==> config.mk <==
export PLATFORM = sky130hd
export DESIGN_NAME = tone_sequencer
export DESIGN_NICKNAME = d
export VERILOG_FILES = /design/src/rtl/tone_sequencer.sv
export SDC_FILE = /design/constraint.sdc
export NUM_CORES = 1
export LEC_CHECK = 0
export CAP_MARGIN = 20
export CORE_ASPECT_RATIO = 0.7
export CORE_MARGIN = 5
export CORE_UTILIZATION = 61
export CTS_CLUSTER_SIZE = 20
export DETAILED_ROUTE_END_ITERATION = 8
export PLACE_DENSITY = 0.81
export SETUP_SLACK_MARGIN = 0.05
export SYNTH_ARGS = -nofsm -noshare
export SYNTH_HDL_FRONTEND = slang
export SYNTH_SLANG_ARGS = --single-unit
==> constraint.sdc <==
create_clock -name clk -period 4.84 [get_ports clk]
set_input_delay 0.968 -clock clk [delete_from_list [all_inputs] [get_ports clk]]
set_output_delay 0.968 -clock clk [all_outputs]
set_load 0.005 [all_outputs]
==> src/rtl/tone_sequencer.sv <==
// Table-driven tone sequencer: one shared half-period divider plays (divisor, duration) steps.
// Optional macro TONE_SEQUENCER_LOOP_EN: replay the table from step 0 until stop.
module tone_sequencer #(
    parameter int NSTEPS   = 8,
    parameter int DIV_W    = 24,
    parameter int DUR_W    = 16,
    parameter int TICK_DIV = 131072
) (
    input  logic                      clk,
    input  logic                      clr,
    input  logic                      start,
    input  logic                      stop,
    input  logic                      wr_en,
    input  logic [$clog2(NSTEPS)-1:0] wr_addr,
    input  logic [DIV_W-1:0]          wr_div,
    input  logic [DUR_W-1:0]          wr_dur,
    output logic                      tone_out,
    output logic                      busy,
    output logic                      done,
    output logic [$clog2(NSTEPS)-1:0] step_idx
);

    localparam int AW = $clog2(NSTEPS);
    localparam int PW = (TICK_DIV > 1) ? $clog2(TICK_DIV) : 1;
    localparam logic [PW-1:0] PRE_LAST = PW'(TICK_DIV - 1);
    localparam logic [AW-1:0] IDX_LAST = AW'(NSTEPS - 1);

    typedef enum logic [1:0] {
        S_IDLE = 2'd0,
        S_LOAD = 2'd1,
        S_PLAY = 2'd2,
        S_DONE = 2'd3
    } state_t;

    state_t            state_q, state_d;
    logic [AW-1:0]     step_idx_q, step_idx_d;
    logic [DIV_W-1:0]  div_q, div_d;
    logic [DUR_W-1:0]  dur_q, dur_d;
    logic [DIV_W-1:0]  tone_cnt_q, tone_cnt_d;
    logic [PW-1:0]     pre_q, pre_d;
    logic [DUR_W-1:0]  dur_cnt_q, dur_cnt_d;
    logic              tone_q, tone_d;
    logic              busy_q, busy_d;
    logic              done_q, done_d;

    logic [DIV_W-1:0]  div_mem [NSTEPS];
    logic [DUR_W-1:0]  dur_mem [NSTEPS];

    // Step table storage; only writable while idle, never reset.
    always_ff @(posedge clk) begin
        if (wr_en && (state_q == S_IDLE)) begin
            div_mem[wr_addr] <= wr_div;
            dur_mem[wr_addr] <= wr_dur;
        end
    end

    // Next-state, step, divider and duration logic; stop overrides everything.
    always_comb begin
        state_d    = state_q;
        step_idx_d = step_idx_q;
        div_d      = div_q;
        dur_d      = dur_q;
        tone_cnt_d = tone_cnt_q;
        pre_d      = pre_q;
        dur_cnt_d  = dur_cnt_q;
        tone_d     = 1'b0;
        if (stop) begin
            state_d = S_IDLE;
        end else begin
            case (state_q)
                S_IDLE: begin
                    if (start) begin
                        state_d    = S_LOAD;
                        step_idx_d = {AW{1'b0}};
                    end else begin
                        state_d = S_IDLE;
                    end
                end
                S_LOAD: begin
                    div_d      = div_mem[step_idx_q];
                    dur_d      = dur_mem[step_idx_q];
                    tone_cnt_d = {DIV_W{1'b0}};
                    pre_d      = {PW{1'b0}};
                    dur_cnt_d  = {DUR_W{1'b0}};
                    if (dur_mem[step_idx_q] == {DUR_W{1'b0}}) begin
`ifdef TONE_SEQUENCER_LOOP_EN
                        // A marker at step 0 would spin forever, so it still ends the run.
                        if (step_idx_q != {AW{1'b0}}) begin
                            step_idx_d = {AW{1'b0}};
                            state_d    = S_LOAD;
                        end else begin
                            state_d = S_DONE;
                        end
`else
                        state_d = S_DONE;
`endif
                    end else begin
                        state_d = S_PLAY;
                    end
                end
                S_PLAY: begin
                    if (div_q != {DIV_W{1'b0}}) begin
                        if (tone_cnt_q == div_q) begin
                            tone_cnt_d = {DIV_W{1'b0}};
                            tone_d     = ~tone_q;
                        end else begin
                            tone_cnt_d = tone_cnt_q + {{(DIV_W-1){1'b0}}, 1'b1};
                            tone_d     = tone_q;
                        end
                    end else begin
                        tone_cnt_d = {DIV_W{1'b0}};
                        tone_d     = 1'b0;
                    end
                    if (pre_q == PRE_LAST) begin
                        pre_d     = {PW{1'b0}};
                        dur_cnt_d = dur_cnt_q + {{(DUR_W-1){1'b0}}, 1'b1};
                        if (dur_cnt_d == dur_q) begin
                            tone_d = 1'b0;
                            if (step_idx_q == IDX_LAST) begin
`ifdef TONE_SEQUENCER_LOOP_EN
                                step_idx_d = {AW{1'b0}};
                                state_d    = S_LOAD;
`else
                                state_d = S_DONE;
`endif
                            end else begin
                                step_idx_d = step_idx_q + {{(AW-1){1'b0}}, 1'b1};
                                state_d    = S_LOAD;
                            end
                        end else begin
                            state_d = S_PLAY;
                        end
                    end else begin
                        pre_d = pre_q + {{(PW-1){1'b0}}, 1'b1};
                    end
                end
                S_DONE: begin
                    state_d = S_IDLE;
                end
                default: begin
                    state_d = S_IDLE;
                end
            endcase
        end
        busy_d = (state_d == S_LOAD) || (state_d == S_PLAY);
        done_d = (state_d == S_DONE);
    end

    // State and output registers.
    always_ff @(posedge clk or negedge clr) begin
        if (!clr) begin
            state_q    <= S_IDLE;
            step_idx_q <= {AW{1'b0}};
            div_q      <= {DIV_W{1'b0}};
            dur_q      <= {DUR_W{1'b0}};
            tone_cnt_q <= {DIV_W{1'b0}};
            pre_q      <= {PW{1'b0}};
            dur_cnt_q  <= {DUR_W{1'b0}};
            tone_q     <= 1'b0;
            busy_q     <= 1'b0;
            done_q     <= 1'b0;
        end else begin
            state_q    <= state_d;
            step_idx_q <= step_idx_d;
            div_q      <= div_d;
            dur_q      <= dur_d;
            tone_cnt_q <= tone_cnt_d;
            pre_q      <= pre_d;
            dur_cnt_q  <= dur_cnt_d;
            tone_q     <= tone_d;
            busy_q     <= busy_d;
            done_q     <= done_d;
        end
    end

    assign tone_out = tone_q;
    assign busy     = busy_q;
    assign done     = done_q;
    assign step_idx = step_idx_q;

endmodule
==> impl_table.tex <==
\begin{tabular}{lr}
\hline
Metric & Value \\
\hline
\multicolumn{2}{l}{\textbf{Outcome}} \\
Result of the run & completed \\
\multicolumn{2}{l}{\textbf{Synth}} \\
Seq cells post-synth & 425 \\
Number of nets in the synthesized netlist & 1177 \\
Biggest area consumer among synthesized cells & edfxtp\_1 \\
Number of enable flip-flop cells after synthesis & 320 \\
Leading cell types by count after synthesis & edfxtp\_1 (320), dfrtp\_1 (105), nand2\_1 (105) \\
Number of library cell types mapped by synthesis & 55 \\
Cell count after synthesis & 1119 \\
Fraction of synthesized cell area taken by the top area cell type & 54.1\% \\
Proportion of register bits with asynchronous set or reset after synthesis & 24.7\% \\
Sequential area share after synthesis & 68.9\% \\
Synth area leaders & edfxtp\_1 (54\%), dfrtp\_1 (15\%), mux4\_2 (10\%) \\
Cell with the most instances after synthesis & edfxtp\_1 \\
Total number of yosys warnings & 0 \\
Mean area per synthesized cell & 15.9 um\^{}2 \\
Main synth FF type & edfxtp\_1 \\
Synth Cell Area & 17800 um\^{}2 \\
\multicolumn{2}{l}{\textbf{Route}} \\
Via count normalized by instance count & 6.31 \\
Routed length per instance & 23.2 um \\
Number of DRC violations after detailed-routing iteration 0 & 1244 \\
Via count of the routed design & 9989 \\
Detailed Routing Iterations Pass 1 & 6 \\
Remaining number of nets flagged by the antenna check after routing & 0 \\
Drc violations & 0 \\
Wire length after detailed routing & 36700 um \\
\multicolumn{2}{l}{\textbf{Setup path}} \\
Nature of the critical path startpoint & register \\
Endpoint required time on the critical path & 5.27 ns \\
Slowest stage cell, crit path & dfrtp\_4 \\
Number of cell instances on the worst register-to-register path & 7 \\
Largest driver fanout on the critical path & 47 \\
Arrival @ worst endpoint & 3.73 ns \\
Critical-path cell list & mux4\_2 > mux2i\_1 > and4\_1 > nand3\_1 > nor4\_1 > o31a\_1 > ha\_1 \\
Element type at the critical path end & register \\
Critical path class & reg2reg \\
Minimum setup slack among reg-to-reg paths & 1.55 ns \\
Stage delay of the slowest cell on the critical path & 0.96 ns \\
Terminus of the critical flop-to-flop path & busy \\
Reg-to-reg startpoint & step\_idx[1] \\
\multicolumn{2}{l}{\textbf{Die}} \\
Die Footprint & 32700 um\^{}2 \\
Y dimension of the die & 153 um \\
Width of the die & 214 um \\
Standard cell core area & 28800 um\^{}2 \\
Initial Utilization & 61.6\% \\
Number of top-level pins & 54 \\
Site row count & 52 \\
\multicolumn{2}{l}{\textbf{Clocking}} \\
Insertion delay to the later sink of the worst-skew pair & 0.55 ns \\
Clock transition at the register clock pins on the worst setup and hold paths after CTS & 0.07 ns \\
Total CTS buffers & 39 \\
CTS tree & done \\
Number of levels the H-tree was split into & 2 \\
CTS Hold Bufs & 0 \\
Total clock sinks & 425 \\
Gates resized, CTS repair & 0 \\
Maximum clock path buffer count & 3 \\
Cell at the root of the clock tree & clkbuf\_16 \\
Setup bufs post-CTS & 0 \\
\multicolumn{2}{l}{\textbf{Worst hold path}} \\
Type of the worst min-delay path & reg2reg \\
Hold Path Cell Cnt & 2 \\
Hold path startpoint & pre\_q[16] \\
Hold Path End & pre\_q[16] \\
\multicolumn{2}{l}{\textbf{Global routing}} \\
Global-route usage over all layers & 22.7\% \\
Number of global-route vias before repair & 9871 \\
Antenna violations before repair & 2 \\
First-pass GRT wire length & 57700 um \\
Total congestion overflow after global routing & 0 \\
Largest net degree at the start of global routing & 73 \\
\multicolumn{2}{l}{\textbf{Power}} \\
Power Dens Cells & 403 nW/um\^{}2 \\
Worst IR Drop VDD & 0.262 mV \\
Total leakage power & 6.76 nW \\
\multicolumn{2}{l}{\textbf{Timing}} \\
Minimum period implied by the final worst setup slack & 3.29 ns \\
Rel. slew slack & 30.7\% \\
Maximum clock rate & 304 MHz \\
Maximum clock skew at final layout & 0.0135 ns \\
\# setup viols final & 0 \\
Setup TNS & 0 ns \\
Unrepaired setup endpoints after global routing & false \\
Max Transition Viols Final & 0 \\
Period utilization & 68.1\% \\
Final hold viol count & 0 \\
Worst-margin pin slew & 1.04 ns \\
Fin worst setup slack & 1.55 ns \\
\multicolumn{2}{l}{\textbf{Placement}} \\
Number of buffers inserted by port buffering & 53 \\
Final estimated routing congestion in global placement & 0.843 \\
Half-perimeter wire length after detailed placement & 21700 um \\
Setup slack after placement & 1.43 ns \\
\multicolumn{2}{l}{\textbf{Cells and area}} \\
Final core occ & 69.1\% \\
Filler Cell Count & 1790 \\
Ratio of cells with drive above 1 in the final layout & 15.9\% \\
Total number of nets in the final design & 1231 \\
Area overhead of the layout relative to synthesis & 12.2\% \\
\multicolumn{2}{l}{\textbf{Job}} \\
Max\_cap viols & 0 \\
\hline
\end{tabular}
routing by layer:
layer	track usage (%)	part of all wire (%)	routed length, um
met4	4.78	1.7	639
met1	35.4	44	16100
met5	0	0.035	13
met3	4.35	8.7	3190
met2	34.3	46	16700
cell usage in the layout, fill, tap and decap left out, drive strengths merged, types with 14 or more instances in the layout:
| master | Yosys | final |
|---|---|---|
| buf | 31 | 19 |
| clkbuf | 27 | 45 |
| clkdlybuf4s50 | 0 | 52 |
| clkinv | 0 | 18 |
| dfrtp | 105 | 105 |
| edfxtp | 320 | 320 |
| mux2i | 39 | 39 |
| mux4 | 80 | 80 |
| nand2 | 105 | 105 |
| nand3 | 28 | 28 |
| nand4 | 14 | 14 |
| nor2 | 30 | 30 |
| nor3 | 14 | 14 |
| nor4 | 19 | 19 |
| o21ai | 103 | 103 |
| o31ai | 16 | 16 |
| xnor2 | 15 | 15 |
| xor2 | 36 | 36 |
registers in the layout, summed over array words and instances (netlist names), 3 cells and up:
register    cells
tone_cnt_q     24
step_idx        3
div_q          24
dur_q          16
dur_cnt_q      16
pre_q          17
div_mem       192
dur_mem       128
area by class of cell:
type / count / area [um^2] / area share [%]
Sequential cell: 425 / 12200 / 61.5
Multi-Input combinational cell: 627 / 5260 / 26.4
Clock buffer: 45 / 1010 / 5.06
Timing Repair Buffer: 71 / 663 / 3.33
Tap cell: 378 / 473 / 2.37
Clock inverter: 26 / 228 / 1.14
Inverter: 9 / 33.8 / 0.170
Antenna cell: 1 / 2.50 / 0.0126
worst max path at each step:
| stage | from | endpoint | cells past startpoint | slack, ns |
|---|---|---|---|---|
| 2_1_floorplan | wr_addr[1] | div_mem[0][0] | 2 | 0.42 |
| 4_1_cts | step_idx[1] | busy | 7 | 1.53 |
| 6_report | step_idx[1] | busy | 7 | 1.55 |
| 5_1_grt | step_idx[0] | busy | 7 | 1.31 |
| 3_5_place_dp | stop | tone_cnt_q[19] | 5 | 1.43 |
| 3_3_place_gp | stop | tone_cnt_q[13] | 5 | 1.50 |
worst max-delay path: cells and delay by family (launching register included):
kind	cells	cell delay, ns
flip-flops	1	0.96
AO/OA/AOI/OAI	1	0.22
adder cells (fa/ha/maj)	1	0.23
multiplexers	2	0.96
AND/OR/NAND/NOR	3	0.75
logic make-up after synthesis:
kind of cell	after synthesis	synth area share (%)
AO/OA/AOI/OAI	163	5.46
XOR/XNOR	51	2.52
adder cells (fa/ha/maj)	10	0.705
buffers and inverters	67	1.70
flip-flops	425	68.9
multiplexers	120	12.4
AND/OR/NAND/NOR	283	8.30
metrics by stage:
stage / power, W / instances / cell area (um^2) / hold slack, ns
finish: 0.00802 / 1582 / 19900 / 0.480
floorplan: 0.00483 / 1119 / 17800 / 0.445
CTS: 0.00807 / 1581 / 19900 / 0.481
detailed placement: 0.00513 / 1510 / 18700 / 0.467
global route: 0.00835 / 1582 / 19900 / 0.538
global placement: 0.00508 / 1510 / 18700 / 0.464
power breakdown:
group	switching, W	leakage [nW]	internal [W]
Sequential	0.000224	4.30	0.00415
Combinational	0.000400	1.86	0.000298
Clock	0.00133	0.603	0.00163
No activity file was read; power rests on OpenSTA's default activity.
==> RTL change 1, RTL diff (same flow settings) <==
Register the output `tone_out` once more; this adds one clock of latency there. The other outputs are not delayed to match.
--- a/src/rtl/tone_sequencer.sv
+++ b/src/rtl/tone_sequencer.sv
@@ -175,3 +175,5 @@
 
-    assign tone_out = tone_q;
+    always_ff @(posedge clk) begin
+        tone_out <= tone_q;
+    end
     assign busy     = busy_q;
Check against the original RTL: not equivalent (Yosys sat finds a counterexample within 10 cycles, from zero or initial values).
==> RTL change 1 against the original RTL <==
- worst setup slack worse by 190 ps
- sequential cell count up 1
- synthesized cell count about the same
- power up 1.6%
- global-route usage up 0.99 points
- final area up 0.24%
- wire length up 5.3%
- area after synthesis up 0.11%
- cell count up 0.19%
==> RTL change 1: results (changes against the original RTL) <==
cts.path.max_buffers: 3  # unchanged
fin_nets: 1233  # was 1231
ys_warn_count: 0  # unchanged
grt_pass1_vias: 10100  # was 9871
switching_share: 0.247  # was 0.243
avgViaCountPerCell: 6.44  # was 6.31
critPathArrivalTime_ps: 2520  # was 3730 ps
synth_cell_types: 56  # was 55
tightest_slew_ps: 966  # was 1040 ps
ctsResizeCount: 0  # unchanged
synthTopCellsByArea: "edfxtp_1 (54%), dfrtp_1 (15%), mux4_2 (10%), o21ai_0 (2.6%), nand2_1 (2.2%)"  # unchanged
postSynth.asyncResetShare: 0.246  # was 0.247
hold_class: "primary input to async pin"  # was flop to flop
dpl-instance-area_um2: 18700  # about the same
gp_congestion: 0.869  # was 0.843
cts_buffers: 39  # unchanged
cp_slowest_cell: "dfrtp_4"  # unchanged
cts_setup_buffers: 0  # unchanged
critical-path-top-delay-family: "buffers and inverters"  # was flip-flops
clk_pin_slew_ps: 70  # about the same
track_usage: 0.237  # was 0.227
drt_iter0_markers: 1106  # was 1244
grt_pass1_wl_mm: 60.1  # was 57.7 mm
clock-root-buffer: "clkbuf_16"  # unchanged
use_met1: 0.359  # was 0.354
wl_per_cell_um: 24.4  # was 23.2 um
outcome: "finished, final reports clean"  # unchanged
ys_seq_area_frac: 0.689  # about the same
cp_slowest_stage_delay_ps: 870  # was 960 ps
grtUsageMet3: 0.0480  # was 0.0435
use_met2: 0.359  # was 0.343
antenna_found_initial: 4  # was 2
synth_edf_count: 320  # unchanged
vdd.ir_drop.worst_uv: 326  # was 262 uV
hpwl_mm: 21.9  # was 21.7 mm
clock_latency_ps: 550  # about the same
synthFlopType: "edfxtp_1"  # unchanged
biggestRegsByFlops: "div_mem x192, dur_mem x128"  # unchanged
finClkSkew_ps: 16.1  # was 13.5 ps
synthTopCellsByCount: "edfxtp_1 (320), dfrtp_1 (105), nand2_1 (105)"  # unchanged
htree_num_levels: 2  # unchanged
io_buffers: 53  # unchanged
grt_max_degree: 64  # was 73
dr.pass1.iters: 5  # was 6
worstPathMaxFanout: 34  # was 47
p_leak_nw: 6.77  # was 6.76 nW
drive_gt1_frac: 0.154  # was 0.159
-- RTL change 1: cell types whose count changed after synthesis --
| cell | before | now |
|---|---|---|
| dfxtp_1 | 0 | 1 |
-- RTL change 1: area by class of cell --
type / instances / area, um2
Sequential cell: 426 / 12300
Fill cell: 1829 / 8860
Multi-Input combinational cell: 627 / 5260
Clock buffer: 50 / 1030
Timing Repair Buffer: 72 / 671
Tap cell: 378 / 473
Clock inverter: 21 / 228
Inverter: 9 / 33.8
Antenna cell: 2 / 5.00
-- RTL change 1: kinds of logic after synthesis --
logic type               after synthesis  synth area share
buffers and inverters                 67            0.0170
adder cells (fa/ha/maj)               10           0.00704
flip-flops                           426             0.689
multiplexers                         120             0.124
AND/OR/NAND/NOR                      283            0.0829
AO/OA/AOI/OAI                        163            0.0545
XOR/XNOR                              51            0.0251
-- RTL change 1: path summary, 6_finish.rpt --
kind                            cells after the start  slack (ps)   startpoint        endpoint
max in group asynchronous                           2        3240          clr  tone_cnt_q[22]
worst min-delay path                                1         390          clr    dur_cnt_q[9]
worst min register to register                      0         500       tone_q        tone_out
worst max register to register                      7        1470  step_idx[1]            busy
min in group clk                                    0         500       tone_q        tone_out
worst max-delay path                                2        1350  step_idx[0]     step_idx[0]
-- RTL change 1: layer usage --
metal / vias to the layer above / wire length, um
met2: 520 / 17800
met5: - / 28
li1: 4455 / -
met3: 91 / 3510
met1: 5133 / 16200
met4: 4 / 1080
-- RTL change 1: power groups by stage --
stage	combinational, mW	clock, mW	sequential, mW
floorplan	0.481	0	4.36
CTS	0.714	3.10	4.38
global route	0.787	3.27	4.40
detailed placement	0.700	0	4.45
finish	0.712	3.06	4.38
global placement	0.668	0	4.43
-- RTL change 1: metrics by stage --
step	instances	setup slack [ps]	util
3_3_place_gp	1512	1650	0.649
3_5_place_dp	1512	1570	0.649
5_1_grt	1585	1210	0.693
2_1_floorplan	1120	416	-
6_report	1585	1350	0.693
4_1_cts	1583	1310	0.692
==> RTL change 2, RTL diff (config.mk and constraints unchanged) <==
Made on the original files. The option `TONE_SEQUENCER_LOOP_EN` is turned on by a define.
--- a/src/rtl/tone_sequencer.sv
+++ b/src/rtl/tone_sequencer.sv
@@ -2,2 +2,4 @@
 // Optional macro TONE_SEQUENCER_LOOP_EN: replay the table from step 0 until stop.
+`define TONE_SEQUENCER_LOOP_EN
+
 module tone_sequencer #(
Check against the original RTL: no difference found for any inputs over 4 cycles, from zero or initial values; that may be too few to reach the edited logic, so the function may still have changed.
==> RTL change 2 against the original RTL <==
- sequential cell count unchanged
- worst setup slack lost 360 ps
- maximum frequency shrank 9.8%
- area after synthesis about the same
- largest power group unchanged
- combinational power shrank 33%
- first-iteration DRC count is 14% lower
- wire length grew 5.3%
- power fell by 5.3%
- critical path type is now flop to primary output
- global-route usage is 1.0 points higher
- final area grew 0.30%
- sequential power is 3% lower
- via count rose by 1.0%
==> RTL change 2: results (changes against the original RTL) <==
outcome: "finished, final reports clean"  # unchanged
p_leak_nw: 6.99  # was 6.76 nW
grtUsageMet3: 0.0459  # was 0.0435
p_seq_mw: 4.22  # was 4.37 mW
critPathArrivalTime_ps: 2680  # was 3730 ps
route.met2.wl_mm: 18.0  # was 16.7 mm
maxUsedRoutingLayer: "met4"  # was met5
synth_compound_area_frac: 0.0523  # was 0.0546
dpl.cell_count: 1524  # was 1510
vdd.ir_drop.worst_uv: 346  # was 262 uV
fillers: 1823  # was 1790
hold_class: "primary input to async pin"  # was flop to flop
synthTopCellsByCount: "edfxtp_1 (320), nand2_1 (122), dfrtp_1 (105)"  # was edfxtp_1 (320), dfrtp_1 (105), nand2_1 (105)
avgViaCountPerCell: 6.32  # was 6.31
track_usage: 0.237  # was 0.227
tightest_slew_ps: 969  # was 1040 ps
syn_nets: 1185  # was 1177
switching_share: 0.226  # was 0.243
ys_seq_area_frac: 0.689  # about the same
antenna_found_initial: 3  # was 2
synth-xor-area-share: 0.0276  # was 0.0252
cp_slowest_stage_delay_ps: 840  # was 960 ps
finClkSkew_ps: 19.3  # was 13.5 ps
muxShareOfSynthArea: 0.126  # was 0.124
dpl-instance-area_um2: 18800  # was 18700 um2
use_met1: 0.364  # was 0.354
dr.pass1.iters: 5  # was 6
synth_cell_types: 57  # was 55
wl_per_cell_um: 24.2  # was 23.2 um
use_met2: 0.361  # was 0.343
drt_iter0_markers: 1072  # was 1244
wl_met3_mm: 3.25  # was 3.19 mm
dp_slack_ps: 1420  # was 1430 ps
drive_gt1_frac: 0.156  # was 0.159
critical-path-top-delay-family: "buffers and inverters"  # was flip-flops
worstPathMaxFanout: 45  # was 47
power.total_mw: 7.60  # was 8.02 mW
powerComb_mw: 0.465  # was 0.699 mW
gp_congestion: 0.832  # was 0.843
syn_avg_cell_area_um2: 15.8  # was 15.9 um2
RTL change 2: path summary, 6_finish.rpt:
check                       startpoint            end  slack (ps)  cells past startpoint
setup reg to reg           step_idx[0]           busy        1360                      8
min in group clk             pre_q[16]      pre_q[16]         480                      2
hold / removal                     clr  tone_cnt_q[8]         290                      1
setup / recovery           step_idx[1]    step_idx[1]        1190                      2
max in group asynchronous          clr       pre_q[6]        3550                      3
hold reg to reg              pre_q[16]      pre_q[16]         480                      2
RTL change 2: area by class of cell:
type | instances | area [um2] | area share
antenna | 3 | 7.51 | 0.000376
clock buffer | 53 | 1060 | 0.0530
clock inverter | 16 | 129 | 0.00645
inverter | 14 | 52.6 | 0.00263
multi-input combinational | 631 | 5270 | 0.264
sequential | 425 | 12200 | 0.613
tap | 378 | 473 | 0.0237
timing repair buffer | 77 | 741 | 0.0371
